[src/rtl/ri_inst_loader.sv]
// Instruction RAM loader for RI_CPU: packs an MSB-first byte stream into 32-bit
// words, writes them from address 0 and holds the CPU in reset until done.
// Optional checksum trailer: define RI_LOADER_CHECKSUM_EN.
module ri_inst_loader #(
  parameter int ADDR_W   = 6,
  parameter int RST_HOLD = 4
) (
  input  logic              i_clk,
  input  logic              i_rst_n,
  input  logic              i_start,
  input  logic [ADDR_W:0]   i_word_count,
  input  logic [7:0]        i_byte_in,
  input  logic              i_byte_valid,
  output logic              o_byte_ready,
  output logic              o_ram_we,
  output logic [ADDR_W-1:0] o_ram_addr,
  output logic [31:0]       o_ram_wdata,
  output logic              o_cpu_rst,
  output logic              o_busy,
  output logic              o_done,
  output logic              o_err,
  output logic [2:0]        o_state
);

  // Handshake: a byte moves on a rising edge where i_byte_valid and
  // o_byte_ready are both 1; o_byte_ready is registered from the next state.
  typedef enum logic [2:0] {
    IDLE  = 3'd0,
    LOAD  = 3'd1,
    WRITE = 3'd2,
    HOLD  = 3'd3,
    RUN   = 3'd4,
    ERR   = 3'd5,
    CHK   = 3'd6
  } state_t;

  localparam int HW = $clog2(RST_HOLD + 1);
  localparam logic [ADDR_W:0] MAX_WORDS = (ADDR_W+1)'(1) << ADDR_W;

  state_t          r_state;
  state_t          w_nxt;
  logic [1:0]      r_byte_idx;
  logic [ADDR_W:0] r_word_idx;
  logic [ADDR_W:0] r_count;
  logic [23:0]     r_word;
  logic [HW-1:0]   r_hold_cnt;
  logic            w_xfer;
  logic            w_start_ok;
  logic            w_last_byte;
  logic [31:0]     w_word_next;
  state_t          w_after_data;
`ifdef RI_LOADER_CHECKSUM_EN
  logic [31:0]     r_csum;
`endif

  assign w_xfer      = o_byte_ready & i_byte_valid;
  assign w_start_ok  = i_start & (r_state == IDLE || r_state == RUN || r_state == ERR);
  assign w_last_byte = (r_byte_idx == 2'd3);
  assign w_word_next = {r_word, i_byte_in};
  assign o_state     = r_state;

`ifdef RI_LOADER_CHECKSUM_EN
  assign w_after_data = CHK;
`else
  assign w_after_data = HOLD;
`endif

  always_comb begin
    w_nxt = r_state;
    case (r_state)
      IDLE, RUN, ERR: begin
        if (i_start) begin
          if (i_word_count == '0)            w_nxt = w_after_data;
          else if (i_word_count > MAX_WORDS) w_nxt = ERR;
          else                               w_nxt = LOAD;
        end
      end
      LOAD:  if (w_xfer && w_last_byte) w_nxt = WRITE;
      WRITE: w_nxt = ((r_word_idx + (ADDR_W+1)'(1)) == r_count) ? w_after_data : LOAD;
      HOLD:  if (r_hold_cnt == HW'(RST_HOLD - 1)) w_nxt = RUN;
`ifdef RI_LOADER_CHECKSUM_EN
      CHK:   if (w_xfer && w_last_byte) w_nxt = (w_word_next == r_csum) ? HOLD : ERR;
`endif
      default: w_nxt = IDLE;
    endcase
  end

  always_ff @(posedge i_clk or negedge i_rst_n) begin
    if (!i_rst_n) begin
      r_state      <= IDLE;
      r_byte_idx   <= '0;
      r_word_idx   <= '0;
      r_count      <= '0;
      r_word       <= '0;
      r_hold_cnt   <= '0;
      o_byte_ready <= 1'b0;
      o_ram_we     <= 1'b0;
      o_ram_addr   <= '0;
      o_ram_wdata  <= '0;
      o_cpu_rst    <= 1'b1;
      o_busy       <= 1'b0;
      o_done       <= 1'b0;
      o_err        <= 1'b0;
`ifdef RI_LOADER_CHECKSUM_EN
      r_csum       <= '0;
`endif
    end else begin
      r_state      <= w_nxt;
      o_byte_ready <= (w_nxt == LOAD) || (w_nxt == CHK);
      o_ram_we     <= (w_nxt == WRITE);
      o_cpu_rst    <= (w_nxt != RUN);
      o_busy       <= (w_nxt == LOAD) || (w_nxt == WRITE) || (w_nxt == HOLD) || (w_nxt == CHK);
      o_done       <= (w_nxt == RUN);
      o_err        <= (w_nxt == ERR);
      r_hold_cnt   <= (r_state == HOLD) ? r_hold_cnt + HW'(1) : '0;

      if (w_start_ok) begin
        r_count    <= i_word_count;
        r_word_idx <= '0;
        r_byte_idx <= '0;
        r_word     <= '0;
`ifdef RI_LOADER_CHECKSUM_EN
        r_csum     <= '0;
`endif
      end else begin
        if (w_xfer) begin
          r_word     <= w_word_next[23:0];
          r_byte_idx <= r_byte_idx + 2'd1;
        end
        // Address and data are captured on the edge that accepts the 4th byte
        // so the write pulse lands in the very next cycle.
        if (r_state == LOAD && w_nxt == WRITE) begin
          o_ram_addr  <= r_word_idx[ADDR_W-1:0];
          o_ram_wdata <= w_word_next;
`ifdef RI_LOADER_CHECKSUM_EN
          r_csum      <= r_csum ^ w_word_next;
`endif
        end
        if (r_state == WRITE) r_word_idx <= r_word_idx + (ADDR_W+1)'(1);
      end
    end
  end

endmodule

[config.mk]
export PLATFORM = sky130hd
export DESIGN_NAME = ri_inst_loader
export DESIGN_NICKNAME = d
export VERILOG_FILES = /design/src/rtl/ri_inst_loader.sv
export SDC_FILE = /design/constraint.sdc
export NUM_CORES = 1
export LEC_CHECK = 0
export ABC_CLOCK_PERIOD_IN_PS = 1600
export CORE_ASPECT_RATIO = 1.2
export CORE_UTILIZATION = 30
export DETAILED_ROUTE_END_ITERATION = 12
export GPL_TIMING_DRIVEN = 0
export HOLD_SLACK_MARGIN = 0.03
export PLACE_DENSITY_LB_ADDON = 0.25
export SLEW_MARGIN = 5
export SYNTH_ARGS = -nofsm -noshare
export SYNTH_HDL_FRONTEND = slang
export SYNTH_SLANG_ARGS = --single-unit
[constraint.sdc]
create_clock -name i_clk -period 1.6 [get_ports i_clk]
set_input_delay 0.32 -clock i_clk [delete_from_list [all_inputs] [get_ports i_clk]]
set_output_delay 0.32 -clock i_clk [all_outputs]
set_load 0.03 [all_outputs]
==> results of run 1 <==
state kept, by name, summed over array words and instances (netlist names):
| name | flops |
|---|---|
| o_cpu_rst | 1 |
| r_word_idx | 7 |
| r_hold_cnt | 3 |
| o_ram_we | 1 |
| o_err | 1 |
| o_ram_wdata | 32 |
| o_ram_addr | 6 |
| o_busy | 1 |
| o_done | 1 |
| o_byte_ready | 1 |
| r_count | 7 |
| o_state | 3 |
| r_word | 24 |
| r_byte_idx | 2 |
cell type report:
| class | count | area, µm² |
|---|---|---|
| Fill cell | 1210 | 7122 |
| Sequential cell | 90 | 2260 |
| Multi-Input combinational cell | 278 | 1415 |
| Timing Repair Buffer | 80 | 720.7 |
| Clock buffer | 10 | 239.0 |
| Tap cell | 161 | 201.4 |
| Buffer | 20 | 132.6 |
| Clock inverter | 6 | 65.06 |
| Inverter | 3 | 11.26 |
cells in the mapped netlist, types with 2 or more instances:
cell type  instances  area [µm²]
nand4b_1           2       17.52
ha_1               4       50.05
dfrtp_1           89        2227
xor2_1             5       43.79
xnor2_1            8       70.07
o31ai_1            2       15.01
nand4_1            2       12.51
buf_2             12       60.06
mux2_2             7       78.83
a21oi_1           29       145.1
and4_1             2       17.52
or3b_1             2       17.52
inv_1              2       7.510
and3_1             2       12.51
nand3_1            2       10.01
buf_4              2       15.01
clkbuf_1           9       33.78
nor2_1            12       45.04
nand2_1          170       638.1
a31oi_1            4       25.02
o21ai_0            8       40.04
and2_1             3       18.77
nor4_1             2       12.51
report_power, final:
group          internal (mW)  total, mW  switching [mW]
logic                   1.44       3.69            2.25
registers               3.17       3.74           0.568
clock network           1.26       2.14           0.889
total                   5.86       9.57            3.71
metrics by stage:
stage | util [%] | cell area, µm² | hold WS [ps] | power (mW)
after CTS | 40.66 | 4947 | 424.9 | 9.566
after floorplan | - | 3761 | 24.41 | 6.076
final | 41.46 | 5045 | 426.3 | 9.567
after global routing | 41.46 | 5045 | 466.0 | 10.18
after detailed placement | 38.12 | 4638 | 256.4 | 7.584
after global placement | 37.92 | 4613 | 422.9 | 7.503
critical path: stages, from the launching register on:
cell and delay, ps:
dfrtp_2 430, nor2b_4 150, or3b_1 370, buf_6 130, o311a_1 300, o21ai_2 100, nor4_2 50
cell usage in the layout (no fill, tap or decap), types with 4 or more instances in the layout:
cell             count
xnor2_1              8
nand2_1            170
clkbuf_1             5
buf_4               17
dfrtp_1             84
clkdlybuf4s50_1     17
clkbuf_4             5
nor2_1              12
mux2_2               7
dfrtp_2              5
a21oi_1             29
o21ai_0              8
clkbuf_16            9
dlygate4sd2_1       46
xor2_1               5
a31oi_1              4
worst max-delay path by stage:
stage	from	cells after the start	endpoint
finish	o_state[0]	6	o_byte_ready
global route	o_state[0]	6	o_byte_ready
CTS	o_state[0]	6	o_byte_ready
detailed placement	i_byte_valid	8	o_ram_wdata[14]
global placement	i_rst_n	1	o_state[1]
floorplan	o_state[0]	6	o_byte_ready
per-layer routing:
metal / vias up / wire length (µm)
met2: 56 / 4073
li1: 1456 / -
met4: 0 / 182
met3: 12 / 301
met5: - / 0
met1: 1361 / 4015
what timing repair did:
item	CTS	global route
gates resized for setup	58	17
gates cloned	0	0
setup buffers	3	10
pin swaps	1	3
setup endpoints to repair	116	54
endpoints found under the hold margin	25	0
hold buffers	1	0
cells by family (layout without fill, tap and decap cells):
kind of cell | Yosys count | after routing | synth area share [%]
muxes | 7 | 7 | 2.100
AOI/OAI and AO/OA | 47 | 47 | 6.867
DFF | 90 | 90 | 60.03
buffers and inverters | 27 | 119 | 3.500
adders and majority gates | 4 | 4 | 1.333
xor gates and xnor gates | 13 | 13 | 3.033
and+or+nand+nor | 207 | 207 | 23.13
==> results.json, run 1 <==
{
  "cts_tree": "built",
  "ios": 66,
  "first_pass_iters": 4,
  "gp_congestion": 0.7756,
  "viasPerCell": 4.452,
  "finalSetupTns_ps": -225.4,
  "setup_viol": 8,
  "clock_sinks": 90,
  "clock_latency_ps": 340,
  "skew_ps": 8.353,
  "cts_root_buf": "clkbuf_16",
  "power_density_mw_per_mm2": 1896,
  "tightest_slew_ps": 490.7,
  "clk_pin_slew_ps": 70,
  "vias": 2885,
  "grtUsageTotal_pct": 13.95,
  "port_buffers": 65,
  "crit_fanout": 5,
  "ant_nets": 0,
  "cts_buffers": 9,
  "status": "complete, but fails checks",
  "synth_nets": 418,
  "die_y_um": 124.5,
  "rsz0062_at_grt": "true",
  "nets": 505,
  "min_period_ps": 1669,
  "timing.fmax_mhz": 599.0,
  "wl_per_cell_um": 13.23,
  "rrSetupSlack_ps": -70,
  "top_usage_layer": "met2",
  "worstSetupPathType": "flip-flop to flip-flop",
  "yosys_warnings": 0,
  "r2r-end": "o_byte_ready",
  "arrival_ps": 1880,
  "grt_overflow": 0,
  "critPathRequiredTime_ps": 1810,
  "wl_um": 8572,
  "synth_edf_count": 0,
  "grt_max_degree": 66,
  "synthArstFlopShare_pct": 100.0,
  "start_util_pct": 30.85,
  "cts.path.max_buffers": 2,
  "antenna_found_initial": 0,
  "hold_class": "input port to asynchronous set/reset pin",
  "ys_types": 38,
  "gr-usage-met1_pct": 18.11,
  "dr.first_iter.drc_count": 97,
  "ctsHtreeMaxLevel": 3,
  "yosysSeqAreaShare_pct": 60.03,
  "die_w_um": 104.1,
  "drv_slew": 0,
  "ir_worst_vdd_uv": 913.4,
  "violations": "negative setup slack",
  "slew_headroom_pct": 67.29,
  "grt_util_met3_pct": 2.407,
  "drc": 0,
  "post-place-cells": 622,
  "ys_ff_latch": 90,
  "avgSynthCellArea_um2": 9.503,
  "area_growth_pct": 34.40,
  "reg2reg_from": "o_state[0]",
  "dp_slack_ps": -682.2,
  "grt_pass1_vias": 2878,
  "syn-cell-area_mm2": 0.003754,
  "dp_hpwl_um": 5958,
  "fin_ws_ps": -69.32,
  "reg2regPathDepth": 6,
  "finalHoldViolations": 0,
  "core_mm2": 0.01217,
  "cp-end-kind": "flip-flop",
  "die_area_mm2": 0.01297,
  "drive_gt1_share_pct": 14.99,
  "period_share_pct": 104.3,
  "max-cap-violations": 0,
  "netlist_instances": 395,
  "row_count": 44,
  "cellLeakagePower_nw": 2.579,
  "use_met2_pct": 22.20,
  "antenna_cells": 0,
  "start_kind": "flip-flop",
  "fin_cells": 648,
  "grt_pass1_wl_um": 14320,
  "synthFlopType": "dfrtp_1"
}
Note: power is estimated with default switching activity, not from simulation.
==> run 2, diff against run 1 <==
Settings changed: CTS_BUF_LIST set to sky130_fd_sc_hd__clkbuf_4.
==> results.json, run 2 (synthesized netlist as in run 1, its figures left out) <==
{
  "clock_sinks": 90,
  "ios": 66,
  "tightest_slew_ps": 466.7,
  "arrival_ps": 2040,
  "internal_power_mw": 5.189,
  "cts_root_buf": "clkbuf_4",
  "clock_latency_ps": 460,
  "violations": "negative setup slack",
  "vias": 2928,
  "hold_class": "input port to asynchronous set/reset pin",
  "dp_hpwl_um": 5958,
  "grtUsageTotal_pct": 14.04,
  "power_density_mw_per_mm2": 1781,
  "start_util_pct": 30.85,
  "max-cap-violations": 0,
  "antenna_found_initial": 1,
  "dr.first_iter.drc_count": 87,
  "die_y_um": 124.5,
  "cts_buffers": 9,
  "start_kind": "flip-flop",
  "drive_gt1_share_pct": 16.56,
  "reg2reg_from": "o_state[0]",
  "fin_cells": 651,
  "largest_registers": "o_ram_wdata (32), r_word (24)",
  "wl_per_cell_um": 13.29,
  "clk_pin_slew_ps": 160,
  "power_mw": 8.855,
  "cts_tree": "built",
  "r2r-end": "o_state[1]",
  "top_register": "o_ram_wdata",
  "core_mm2": 0.01217,
  "layout_common_cells": "nand2_1 (170), dfrtp_1 (85), a21oi_1 (28), dlygate4sd2_1 (28)",
  "comb_power_share_pct": 43.5,
  "min_period_ps": 1644,
  "rrSetupSlack_ps": -40,
  "die_area_mm2": 0.01297,
  "first_pass_iters": 4,
  "cts.path.max_buffers": 2,
  "drv_slew": 0,
  "p_sw_share_pct": 41.40,
  "ctsHtreeMaxLevel": 3,
  "setup_viol": 2,
  "largest_reg_flops": 32,
  "row_count": 44,
  "period_share_pct": 102.8,
  "post-place-cells": 622,
  "nets": 507,
  "grt_pass1_wl_um": 14440,
  "p_clk_share_pct": 14.3,
  "crit_fanout": 5,
  "drc": 0,
  "fin_ws_ps": -44.41,
  "die_w_um": 104.1,
  "grt_pass1_vias": 2919,
  "crit_start": "o_state[0]",
  "cp-end-kind": "flip-flop",
  "grt_overflow": 0,
  "holdWs_ps": 287.2,
  "skew_ps": 20.37,
  "p_sw_mw": 3.666,
  "critPathRequiredTime_ps": 1990,
  "viasPerCell": 4.498,
  "crit_end": "o_state[1]",
  "port_buffers": 65,
  "ant_nets": 0,
  "wl_um": 8654,
  "gp_congestion": 0.7756,
  "finalSetupTns_ps": -80.61,
  "rsz0062_at_grt": "true",
  "grt_max_degree": 66,
  "reg2regPathDepth": 5,
  "ir_worst_vdd_uv": 859.3,
  "cellLeakagePower_nw": 2.484,
  "p_seq_share_pct": 42.2,
  "area_growth_pct": 32.47,
  "finalHoldViolations": 0,
  "status": "complete, but fails checks",
  "worstSetupPathType": "flip-flop to flip-flop",
  "final_common_cell": "nand2_1",
  "timing.fmax_mhz": 608.1,
  "slew_headroom_pct": 68.89
}
## run 2: worst max-delay path, cell delays in order, from the launching register on
cell	delay, ps
dfrtp_2	460
nor2b_4	150
or3b_4	390
o311a_1	360
o21ai_2	100
buf_4	130
## run 2: timing repair
action | 4_1_cts | 5_1_grt
resized for setup | 67 | 56
endpoints found under the setup margin | 113 | 81
endpoints found under the hold margin | 25 | 0
pin swaps | 1 | 11
setup buffers | 7 | 9
hold buffers | 1 | 0
## run 2: per-layer routing
| metal | GRT usage, % | wire length [µm] |
|---|---|---|
| met5 | 0 | 0 |
| met4 | 6.891 | 155 |
| met1 | 18.36 | 3997 |
| met2 | 22.59 | 4217 |
| met3 | 2.250 | 283 |
## run 2: area by class of cell
type	instances	area (µm²)
diodes	1	2.502
plain buffers	19	143.9
clock buffers	9	67.56
clock inverters	7	68.82
fillers	1217	7194
inverters	3	13.76
multi-input cells	278	1451
flip-flops and latches	90	2258
well taps	161	201.4
repair buffers	83	764.5
## run 2: power groups by stage
stage / Combinational [mW] / Sequential [mW] / Clock [mW]
after floorplan: 1.52 / 4.55 / 0
after global placement: 3.72 / 3.79 / 0
after detailed placement: 3.78 / 3.81 / 0
after CTS: 3.70 / 3.72 / 1.32
after global routing: 4.21 / 3.86 / 1.39
final: 3.85 / 3.74 / 1.27
## run 2: worst min path at each step
stage,slack (ps),from,depth (start not counted),endpoint
after floorplan,20,i_rst_n,0,o_busy
after global placement,420,r_hold_cnt[0],1,r_hold_cnt[0]
after global routing,320,i_rst_n,2,o_ram_wdata[14]
final,290,i_rst_n,2,o_ram_wdata[14]
after CTS,280,i_rst_n,2,o_ram_wdata[14]
after detailed placement,260,i_rst_n,1,o_ram_wdata[14]
## run 2: per-stage QoR
stage               setup WS, ps  utilization [%]  cell area [µm²]
global route              -106.4            40.87             4972
CTS                       -82.80            39.64             4823
detailed placement        -682.2            38.12             4638
finish                    -44.41            40.87             4972
global placement           -3407            37.92             4613
floorplan                 -96.88                -             3761
==> RTL edit 1: new RTL, config.mk and constraints of run 2 <==
Set the parameter `ADDR_W` to 5 (it was 6).
--- a/src/rtl/ri_inst_loader.sv
+++ b/src/rtl/ri_inst_loader.sv
@@ -2,7 +2,7 @@
 // words, writes them from address 0 and holds the CPU in reset until done.
 // Optional checksum trailer: define RI_LOADER_CHECKSUM_EN.
 module ri_inst_loader #(
-  parameter int ADDR_W   = 6,
+  parameter int ADDR_W   = 5,
   parameter int RST_HOLD = 4
 ) (
   input  logic              i_clk,
Interface: changed (resized i_word_count and o_ram_addr); port bits go from 66 to 64. The function was not compared with the original's and may differ.
==> RTL edit 1 against run 2 <==
The run still ends with setup timing left. Power decreased by 7.4%. Cell count shrank 16%. Cell area decreased by 3.0%. Worst setup slack got worse by 0.14 ns. Area after synthesis is 5.4% lower. Largest cell class unchanged. Wire length fell by 9.1%. Via count shrank 16%. Clock skew up 0.0028 ns. Sequential share of layout area fell by 0.17 points. Sequential cell count shrank 3.
==> RTL edit 1: results (changes against run 2) <==
[drt]
wl_met2_microns = 3790  ; was 4220 microns
wl_microns = 7860  ; was 8650 microns
wl_met3_microns = 266  ; was 283 microns
vias_per_cell = 4.49  ; was 4.50
drt-met1-wl_microns = 3680  ; was 4000 microns

[synth]
synth.area.mux_share = 0.136  ; was 0.0210
synth_common_cells = dfrtp_1 (86), nand2_1 (57), mux2_1 (39), a21oi_1 (28), nor2_1 (10)  ; was nand2_1 (170), dfrtp_1 (89), a21oi_1 (29), buf_2 (12), nor2_1 (12)
synth_compound_gate_area_share = 0.0694  ; was 0.0687
ys_types = 36  ; was 38
yosysSeqAreaShare = 0.613  ; was 0.600
synth-xor-area-share = 0.0313  ; was 0.0303
synthTopCellsByArea = dfrtp_1 (61%), mux2_1 (12%), nand2_1 (6.0%)  ; was dfrtp_1 (59%), nand2_1 (17%), a21oi_1 (3.9%)
syn_area_per_cell_sq_um = 12.3  ; was 9.50 sq um
synth.net_count = 311  ; was 418
synthAdderAreaFrac = 0.0141  ; was 0.0133

[global_route]
met2_usage = 0.211  ; was 0.226
grt_pass1_wl_microns = 12800  ; was 14400 microns
grt_use_met3 = 0.0276  ; was 0.0225
met1_usage = 0.190  ; was 0.184
gr-usage-all-layers = 0.139  ; was 0.140
grt_max_degree = 54  ; was 66
grt_pass1_vias = 2435  ; was 2919

[final_layout]
drive_above_1_share = 0.249  ; was 0.166
num-fill-cells = 1135  ; was 1217
finalInstanceArea_sq_um = 4820  ; was 4970 sq um
nets = 404  ; was 507

[timing]
finalSetupViolCount = 41  ; was 2
finalWorstSetupSlack_ns = -0.183  ; was -0.0444 ns
finClkSkew_ns = 0.0232  ; was 0.0204 ns
relSlewSlack = 0.686  ; was 0.689

[power_and_ir_drop]
swShare = 0.401  ; was 0.414
ir_drop_v = 0.000714  ; was 0.000859 V

[placed_design]
hpwl_microns = 5320  ; was 5960 microns
port_buffers = 63  ; was 65
post-place-ws_ns = -0.532  ; was -0.682 ns
dpl.cell_count = 510  ; was 622
gp_congestion = 0.735  ; was 0.776

[clock_tree]
clkSlewWorstSetupHoldPaths_ns = 0.14  ; was 0.16 ns
clock_latency_ns = 0.44  ; was 0.46 ns

[run_status]
status = finished with violations  ; unchanged
violations = setup timing  ; unchanged

[worst_setup_path]
rr_worst_depth = 8  ; was 5
cp.arrival_ns = 2.16  ; was 2.04 ns

## RTL edit 1: cell families (layout without fill, tap and decap cells)
group | Yosys count | count (layout)
flops | 87 | 87
simple gates | 85 | 85
mux | 43 | 43
compound gates | 42 | 42
buf+inv | 17 | 114
xor+xnor | 11 | 11
fa+ha+maj | 4 | 4
other cells | 0 | 1
## RTL edit 1: critical path, stage by stage (launching register included)
cell and delay, ns:
dfrtp_1 0.42, ha_2 0.18, and4b_1 0.17, nor3b_4 0.15, buf_6 0.13, buf_12 0.13
a311oi_4 0.26, o41ai_4 0.15, nor2_1 0.12
## RTL edit 1: power by group through the flow
stage                     clock (mW)  sequential, mW  combinational, mW
after detailed placement           0            3.62               3.41
after global placement             0            3.59               3.36
after CTS                       1.09            3.55               3.50
final                           1.06            3.53               3.62
after global routing            1.19            3.64               3.90
after floorplan                    0            4.27               1.37
## RTL edit 1: worst paths after layout
path / startpoint / to / slack [ns]
max in group asynchronous: i_rst_n / o_cpu_rst / 0.58
hold / removal: i_rst_n / o_ram_wdata[28] / 0.36
setup / recovery: r_byte_idx[1] / o_byte_ready / -0.18
hold reg to reg: r_hold_cnt[0] / r_hold_cnt[0] / 0.45
min in group i_clk: i_byte_in[3] / r_word[3] / 0.44
setup reg to reg: r_byte_idx[1] / o_byte_ready / -0.18
## RTL edit 1: cell type report
class,count,share of cell area
diodes,1,0.000519
inverters,4,0.00311
clock buffers,9,0.0140
repair buffers,84,0.166
multi-input cells,185,0.298
flip-flops and latches,87,0.453
well taps,157,0.0407
plain buffers,11,0.0171
clock inverters,6,0.00752
## RTL edit 1: timing repair
item / CTS / global route
cloned: 1 / 0
hold buffers: 1 / 0
endpoints found under the hold margin: 34 / 0
gates resized for setup: 82 / 34
setup endpoints to repair: 117 / 89
pin swaps: 3 / 3
buffers inserted: 15 / 4
==> RTL edit 2: new RTL, settings of run 2 <==
Made on the original files. Put one more register stage on the output `o_err`, without a reset. The value now appears one clock later. The other outputs are not delayed to match.
--- a/src/rtl/ri_inst_loader.sv
+++ b/src/rtl/ri_inst_loader.sv
@@ -36,6 +36,8 @@
 
   localparam int HW = $clog2(RST_HOLD + 1);
   localparam logic [ADDR_W:0] MAX_WORDS = (ADDR_W+1)'(1) << ADDR_W;
+
+  logic o_err_s0;
 
   state_t          r_state;
   state_t          w_nxt;
@@ -100,7 +102,7 @@
       o_cpu_rst    <= 1'b1;
       o_busy       <= 1'b0;
       o_done       <= 1'b0;
-      o_err        <= 1'b0;
+      o_err_s0     <= 1'b0;
 `ifdef RI_LOADER_CHECKSUM_EN
       r_csum       <= '0;
 `endif
@@ -111,7 +113,7 @@
       o_cpu_rst    <= (w_nxt != RUN);
       o_busy       <= (w_nxt == LOAD) || (w_nxt == WRITE) || (w_nxt == HOLD) || (w_nxt == CHK);
       o_done       <= (w_nxt == RUN);
-      o_err        <= (w_nxt == ERR);
+      o_err_s0     <= (w_nxt == ERR);
       r_hold_cnt   <= (r_state == HOLD) ? r_hold_cnt + HW'(1) : '0;
 
       if (w_start_ok) begin
@@ -141,5 +143,9 @@
     end
   end
 
+  always_ff @(posedge i_clk) begin
+    o_err <= o_err_s0;
+  end
+
 endmodule
 
Function: changed (a bounded check fails within 4 cycles, from zero or initial values and one cycle with i_rst_n low).
==> RTL edit 2 against run 2 <==
The flow still finishes with violations (setup timing). Via count increased by 0.38%. Cell area increased by 0.81%. Wire length grew 3.5%. Clock skew down 0.0026 ns. Power up 3.9%. Clock power grew 26%. Worst setup slack lost 0.043 ns. Sequential cell count is 1 higher. Area after synthesis up 0.53%.
==> RTL edit 2: results (changes against run 2) <==
[final_layout]
drive_above_1_share = 0.176  ; was 0.166
num-fill-cells = 1235  ; was 1217
reg_top3 = o_ram_wdata (32), r_word (24)  ; unchanged
nets = 507  ; unchanged
n_antenna_cell = 0  ; was 1

[placed_design]
hpwl_microns = 6050  ; was 5960 microns
port_buffers = 65  ; unchanged
dpl.cell_count = 623  ; was 622
post-place-ws_ns = -0.725  ; was -0.682 ns
post_dp_cell_area_sq_um = 4660  ; was 4640 sq um
gp_congestion = 0.764  ; was 0.776

[timing]
finalSetupViolCount = 3  ; was 2
finClkSkew_ns = 0.0177  ; was 0.0204 ns
finalWorstSetupSlack_ns = -0.0878  ; was -0.0444 ns
relSlewSlack = 0.698  ; was 0.689
hold_slack_ns = 0.329  ; was 0.287 ns
tns_ns = -0.0954  ; was -0.0806 ns

[global_route]
grt_antenna_before_repair = 0  ; was 1
gr-usage-all-layers = 0.146  ; was 0.140
grt_pass1_vias = 2955  ; was 2919
grt_pass1_wl_microns = 15000  ; was 14400 microns
grt_max_degree = 62  ; was 66

[drt]
first_pass_iters = 4  ; unchanged
num_vias = 2939  ; was 2928
wl_met2_microns = 4510  ; was 4220 microns
ant_nets = 0  ; unchanged
wl_per_cell_microns = 13.8  ; was 13.3 microns
route.top_layer_used = met4  ; unchanged
drt_iter0_drc = 103  ; was 87
wl_microns = 8960  ; was 8650 microns
wl_met3_microns = 341  ; was 283 microns
drt-met1-wl_microns = 3990  ; was 4000 microns

[worst_setup_path]
crit_path_max_fanout = 6  ; was 5
rrSetupSlack_ns = -0.09  ; was -0.04 ns
endpoint = o_byte_ready  ; was o_state[1]
worstReg2RegEnd = o_byte_ready  ; was o_state[1]
cp.arrival_ns = 2.04  ; about the same
rr_worst_depth = 5  ; unchanged

[synth]
ys_types = 39  ; was 38
synth_flop_cell = dfrtp_1  ; unchanged
yosysSeqAreaShare = 0.602  ; was 0.600
syn_inst = 396  ; was 395
async_flop_share = 0.989  ; was 1.00
synthTopCellsByArea = dfrtp_1 (59%), nand2_1 (17%), a21oi_1 (3.8%)  ; was dfrtp_1 (59%), nand2_1 (17%), a21oi_1 (3.9%)
synth_common_cells = nand2_1 (170), dfrtp_1 (89), a21oi_1 (29), buf_2 (12), nor2_1 (12)  ; unchanged
synth.net_count = 419  ; was 418

[clock_tree]
clk_path_buf_depth = 2  ; unchanged
clkSlewWorstSetupHoldPaths_ns = 0.15
post_cts_resized = 70  ; was 67
htreeDepth = 3  ; unchanged
cts_hold_buf = 1  ; unchanged
post-cts-setup-buffers = 7  ; unchanged
clock_latency_ns = 0.46  ; about the same

[job]
max-cap-violations = 0  ; unchanged

[power_and_ir_drop]
ir_drop_v = 0.000831  ; was 0.000859 V
p_leak_nw = 2.48  ; about the same

[run_status]
status = finished with violations  ; unchanged
violations = setup timing  ; unchanged

[min_path]
hold_path.class = primary input to async pin  ; unchanged

[RTL edit 2: changes by cell type in the layout (fill, tap and decap cells not counted), moves of 2 or more]
cell             change
clkbuf_2             +5
bufinv_16            +2
buf_4                +2
buf_6                -2
clkdlybuf4s15_1      +5
buf_2                -2
dlygate4sd2_1        -9
[RTL edit 2: layout make-up]
| class | instances | area (sq um) | area share |
|---|---|---|---|
| plain buffers | 20 | 144 | 0.0287 |
| clock buffers | 9 | 67.6 | 0.0135 |
| clock inverters | 7 | 115 | 0.0230 |
| inverters | 3 | 12.5 | 0.00250 |
| multi-input cells | 278 | 1450 | 0.290 |
| flip-flops and latches | 91 | 2280 | 0.455 |
| well taps | 161 | 201 | 0.0402 |
| repair buffers | 81 | 739 | 0.148 |
[RTL edit 2: layer usage]
layer / vias to the layer above / global-route usage
li1: 1457 / -
met1: 1405 / 0.191
met2: 67 / 0.238
met3: 10 / 0.0293
met4: 0 / 0.0571
met5: - / 0
[RTL edit 2: report_power, final]
group / total [mW] / leakage, nW / internal (mW) / switching (mW)
combinational: 3.82 / 1.20 / 1.51 / 2.31
sequential: 3.77 / 1.19 / 3.19 / 0.589
clock: 1.60 / 0.0940 / 0.788 / 0.817
total: 9.20 / 2.48 / 5.49 / 3.71
[RTL edit 2: cell families (layout without fill, tap and decap cells)]
| kind of cell | Yosys count | after routing | synth area share |
|---|---|---|---|
| AO/OA/AOI/OAI | 47 | 47 | 0.0683 |
| XOR/XNOR | 13 | 13 | 0.0302 |
| adder cells (fa/ha/maj) | 4 | 4 | 0.0133 |
| multiplexers | 7 | 7 | 0.0209 |
| buffers and inverters | 27 | 120 | 0.0348 |
| flip-flops | 91 | 91 | 0.602 |
| AND/OR/NAND/NOR | 207 | 207 | 0.230 |
